==> config.mk <==
export PLATFORM = sky130hd
export DESIGN_NAME = rb_writeback_rf
export DESIGN_NICKNAME = d
export VERILOG_FILES = /design/src/rtl/rb_writeback_rf.sv
export SDC_FILE = /design/constraint.sdc
export NUM_CORES = 2
export LEC_CHECK = 0
export CORE_MARGIN = 5
export CORE_UTILIZATION = 43
export CTS_BUF_LIST = sky130_fd_sc_hd__clkbuf_16
export CTS_CLUSTER_DIAMETER = 200
export CTS_CLUSTER_SIZE = 14
export DETAILED_ROUTE_END_ITERATION = 16
export PLACE_DENSITY = 0.61
export RECOVER_POWER = 100
export SYNTH_ARGS = -nofsm -noshare
export SYNTH_HDL_FRONTEND = slang
export SYNTH_SLANG_ARGS = --single-unit
==> constraint.sdc <==
create_clock -name clk -period 4.35 [get_ports clk]
set_input_delay 0.435 -clock clk [delete_from_list [all_inputs] [get_ports clk]]
set_output_delay 0.435 -clock clk [all_outputs]
set_load 0.01 [all_outputs]
==> src/rtl/rb_writeback_rf.sv <==
`default_nettype none
// ============================================================================
// Module   : rb_writeback_rf
// Purpose  : RB (writeback) stage of the pipeline. Selects the writeback
//            value, commits it to the 32x32 integer register file, serves
//            the two decode read ports and exports the RB write so the
//            hazard/forward unit can forward from it.
// Options  : `define RB_WRITE_BYPASS_EN enables write-through bypass, so a
//            decode read of the register being committed returns the new
//            value in the same cycle.
// Revision : 1.0 - initial release
// ============================================================================
module rb_writeback_rf #(
  parameter int XLEN   = 32,
  parameter int NREG   = 32,
  parameter int PC_INC = 4
) (
  input  logic                     clk,
  input  logic                     rst_n,
  input  logic [1:0]               PMAItoReg_RB,
  input  logic                     rd_wen_RB,
  input  logic [$clog2(NREG)-1:0]  rd_waddr_RB,
  input  logic [XLEN-1:0]          imm_RB,
  input  logic [XLEN-1:0]          mem_rdata_RB,
  input  logic [XLEN-1:0]          alu_result_RB,
  input  logic [XLEN-1:0]          PC_RB,
  input  logic [$clog2(NREG)-1:0]  rs1_raddr_D,
  input  logic [$clog2(NREG)-1:0]  rs2_raddr_D,
  output logic [XLEN-1:0]          rs1_rdata_D,
  output logic [XLEN-1:0]          rs2_rdata_D,
  output logic [XLEN-1:0]          wb_data_RB,
  output logic                     wb_fwd_valid_RB,
  output logic [$clog2(NREG)-1:0]  wb_fwd_addr_RB
);

  localparam int AW = $clog2(NREG);

  // Writeback source encodings.
  localparam logic [1:0] SEL_ALU  = 2'b00;
  localparam logic [1:0] SEL_MEM  = 2'b01;
  localparam logic [1:0] SEL_IMM  = 2'b10;
  localparam logic [1:0] SEL_LINK = 2'b11;

  localparam logic [XLEN-1:0] PC_INC_V = XLEN'(PC_INC);

  // Architectural storage. Entry 0 exists only to keep indexing uniform; it
  // is forced to zero every cycle and never read.
  logic [NREG-1:0][XLEN-1:0] regs_q;
  logic [NREG-1:0][XLEN-1:0] regs_d;

  logic            commit;
  logic [XLEN-1:0] link_addr;

  // Link address wraps naturally in XLEN bits (0xFFFFFFFC + 4 -> 0).
  assign link_addr = PC_RB + PC_INC_V;

  // Writeback source selection; always driven so forwarding can use it.
  always_comb begin
    wb_data_RB = alu_result_RB;
    case (PMAItoReg_RB)
      SEL_ALU:  wb_data_RB = alu_result_RB;
      SEL_MEM:  wb_data_RB = mem_rdata_RB;
      SEL_IMM:  wb_data_RB = imm_RB;
      SEL_LINK: wb_data_RB = link_addr;
      default:  wb_data_RB = alu_result_RB;
    endcase
  end

  // A write to x0 is architecturally a no-op, so it is neither committed nor
  // advertised for forwarding.
  assign commit          = rd_wen_RB && (rd_waddr_RB != '0);
  assign wb_fwd_valid_RB = commit;
  assign wb_fwd_addr_RB  = rd_waddr_RB;

  // Next storage contents: single committed write, x0 pinned to zero.
  always_comb begin
    regs_d = regs_q;
    if (commit) begin
      regs_d[rd_waddr_RB] = wb_data_RB;
    end
    regs_d[0] = '0;
  end

  // Storage register; reset clears the file and drops any in-flight write.
  always_ff @(posedge clk) begin
    if (!rst_n) begin
      regs_q <= '0;
    end else begin
      regs_q <= regs_d;
    end
  end

  // Read-port resolution, shared by both decode ports.
  function automatic logic [XLEN-1:0] read_port(
    input logic [AW-1:0] raddr
  );
    logic [XLEN-1:0] val;
    val = regs_q[raddr];
`ifdef RB_WRITE_BYPASS_EN
    if (commit && (raddr == rd_waddr_RB)) begin
      val = wb_data_RB;
    end
`endif
    if (raddr == '0) begin
      val = '0;
    end
    return val;
  endfunction

  // Decode read ports, each resolved independently.
  always_comb begin
    rs1_rdata_D = read_port(rs1_raddr_D);
    rs2_rdata_D = read_port(rs2_raddr_D);
  end

endmodule
`default_nettype wire

==> key figures <==
Placed design
  • Placed Cells: 6500
  • Hpwl dp: 122000 um
  • Final GP Congestion: 0.898
  • Port Buffers: 249
  • DP Area: 55400 um^2

Yosys
  • Syn_area_per_cell: 9.91 um^2
  • Syn Std Cell Area: 51100 um^2
  • Number of synthesized flops with an enable pin: 0
  • Post-synthesis sequential area ratio: 38.9%
  • FFs w/ async S/R, synth: 0%
  • FF+latch count, synth: 992
  • Synthesized instance count: 5152
  • Warnings, synthesis: 0
  • Post-Syn Nets: 5301
  • Top_reg_cell synth: dfxtp_1
  • Synth unique cells: 70

Clocking
  • CTS Buffer Depth: 3
  • Post-CTS setup buffer count: 0
  • Resized cells post-CTS: 0
  • Clock H-tree levels: 3
  • Sink Count: 992
  • CTS Buf Count: 80
  • CTS tree: built
  • Worst-skew pair later-pin latency: 0.65 ns
  • CTS clock-pin slew for the worst setup and hold paths: 0.07 ns
  • # hold bufs at CTS: 0
  • Clock root buffer: clkbuf_16

STA
  • FMAX: 235 MHz
  • Worst-Margin Slew: 2.50 ns
  • Worst hold slack: 0.313 ns
  • Slew HR: -66.5%
  • Final setup viols: 0
  • Clock Skew: 0 ns
  • Pins over their slew limit: 895
  • Tmin final: 4.26 ns
  • Final Cycle Share: 97.9%
  • Setup TNS: 0 ns
  • RSZ-0062 raised after global routing: no
  • Final hold violation count: 0

Setup path
  • R2R Path End: regs_q[93]
  • WP data arrival: 3.82 ns
  • Worst R2R Path Depth: 2
  • CP Data Required Time: 3.91 ns
  • Worst R2R Start: regs_q[93]
  • R2r setup slk: 3.01 ns
  • Maximum fanout along the worst path: 23
  • Crit start category: primary input
  • Crit path kind: in2out
  • Crit. End Element: primary output

Layout
  • Biggest register: regs_q
  • Share of cells above drive strength 1: 17.6%
  • Nets: 5195
  • Max FFs per register: 992
  • Synthesis-to-finish area growth: 10.6%
  • Regs by FF count: regs_q (992)
  • Final Non-Filler Cells: 6590
  • Finished Cell Area: 56500 um^2
  • Filler cells: 10810

Hold path
  • Tightest Hold Check Type: in2reg
  • Hold Path Sink: regs_q[112]
  • Min-Delay Startpoint: rst_n
  • Min-Delay Path Depth: 3

Detailed routing
  • Vias/cell: 6.66
  • Avg WL per Cell: 29.7 um
  • Via count: 43913
  • First-iteration detailed-routing DRC count: 6302
  • Drt first pass iters: 6
  • Post-DRT Antenna Nets: 0
  • DRT Wirelength: 196000 um
  • Drc violations: 0

Run
  • Max capacitance violation total: 38

Power and ir drop
  • Design Power: 18300 uW
  • Power density over the cells: 324 nW/um^2
  • IR drop worst, VDD: 0.287 mV
  • Leak Pwr: 0.0193 uW

Floorplanning
  • Initial Util: 43.2%
  • Die height: 355 um
  • Die area: 126000 um^2
  • Top-Level Pins: 250
  • Total core area: 118000 um^2
  • Chip width: 355 um
  • Rows: 126

Run status
  • Failing checks: max-capacitance violations, max-slew violations
  • Status: complete, but fails checks

Global routing
  • Vias in the first global route: 41114
  • Global route overflow: 0
  • Initial antenna violation count: 10
  • First-pass GRT wire length: 284000 um
  • Largest net degree at the start of global routing: 266
  • GRT Resource Usage Total: 30.0%
[cell usage after synthesis (5+ instances only)]
cell type,number,share of area (%)
o21a_1,32,0.47
xor2_1,7,0.12
a21oi_1,722,7.1
clkbuf_1,433,3.2
nor3_1,7,0.069
nand2b_1,8,0.098
a211oi_1,44,0.65
mux2_2,95,2.1
nand3b_1,6,0.088
or3_1,7,0.086
buf_6,7,0.15
buf_4,16,0.24
a22oi_1,35,0.51
buf_1,22,0.16
nand3_1,203,2.0
o32ai_1,5,0.086
nand2_1,469,3.4
inv_1,27,0.20
buf_2,145,1.4
a31oi_1,69,0.85
or4_1,5,0.074
o22ai_1,40,0.49
mux2i_1,96,1.9
o21ai_0,564,5.5
nor4_1,14,0.17
nor2_1,266,2.0
nor2b_1,16,0.20
o31ai_1,126,1.9
and3b_1,6,0.10
dfxtp_1,992,39
a221oi_1,10,0.17
a22o_1,54,0.93
mux4_2,533,24
nand4_1,6,0.074
[critical path, stage by stage]
cell and delay [ns]:
buf_8 0.15, nor2b_4 1.04, clkbuf_1 0.78, a22o_1 0.25, mux4_2 0.24, o21a_1 0.25, dlygate4sd3_1 0.65
[layer usage]
layer / wire [um] / GRT usage (%)
met5: 41 / 0
met4: 10500 / 13.6
met3: 21500 / 6.18
met2: 86700 / 46.0
met1: 76900 / 41.0
[how the worst max path moves through the flow]
stage / from / end / slack [ns] / depth (start not counted)
floorplan: rs1_raddr_D[0] / rs1_rdata_D[0] / 1.56 / 5
global placement: PC_RB[19] / wb_data_RB[27] / 0.51 / 7
detailed placement: PC_RB[19] / wb_data_RB[29] / 0.49 / 7
CTS: PC_RB[19] / wb_data_RB[29] / 0.48 / 7
global route: rs1_raddr_D[0] / rs1_rdata_D[6] / 0.18 / 6
finish: rs2_raddr_D[1] / rs2_rdata_D[10] / 0.09 / 7
[where the power goes]
group | total (uW) | switching, uW | internal [uW]
Sequential | 9250 | 69.0 | 9180
Clock | 6720 | 3380 | 3330
Combinational | 2360 | 1550 | 806
Total | 18300 | 5000 | 13300
[logic make-up (layout without fill, tap and decap cells)]
family,Yosys count,in the layout,share of synthesized area (%)
compound gates,1733,1733,19.2
simple gates,1042,1042,8.88
flops,992,992,38.9
mux,724,724,27.5
buf+inv,651,549,5.36
xor+xnor,9,9,0.154
fa+ha+maj,1,1,0.0245
other cells,0,4,0
[layout make-up]
type / instances / area [um^2] / area share, %
Antenna cell: 4 / 10.0 / 0.0177
Clock buffer: 82 / 2050 / 3.63
Clock inverter: 4 / 37.5 / 0.0664
Inverter: 28 / 113 / 0.199
Multi-Input combinational cell: 3509 / 28600 / 50.7
Sequential cell: 992 / 19900 / 35.2
Tap cell: 1536 / 1920 / 3.40
Timing Repair Buffer: 435 / 3850 / 6.82
[placed cells by master, fill, tap and decap left out, types with 6 or more instances in the layout]
master,count
a22o_1,54
o21a_1,32
a22oi_1,35
nand3_1,203
dfxtp_1,992
and3b_1,6
clkbuf_16,82
or3_1,7
inv_1,27
o22ai_1,38
o21ai_0,565
dlygate4sd3_1,70
a31oi_1,68
a21oi_1,720
nor2b_1,13
nand2_1,469
buf_12,19
mux4_2,533
nand4_1,6
buf_4,78
clkbuf_2,29
clkdlybuf4s50_1,166
nor3_1,8
nand2b_1,8
xor2_1,7
nor4_1,13
nand3b_1,6
o31ai_1,126
mux2_2,95
a211oi_1,45
nor2_1,259
a221oi_1,9
clkbuf_1,57
mux2i_1,94
[stage by stage]
step / utilization [%] / setup slack, ns
final: 47.8 / 0.0907
after CTS: 48.7 / 0.478
after global placement: 46.9 / 0.507
after global routing: 47.8 / 0.178
after detailed placement: 46.9 / 0.485
after floorplan: - / 1.56
(Power assumes the default switching activity.)
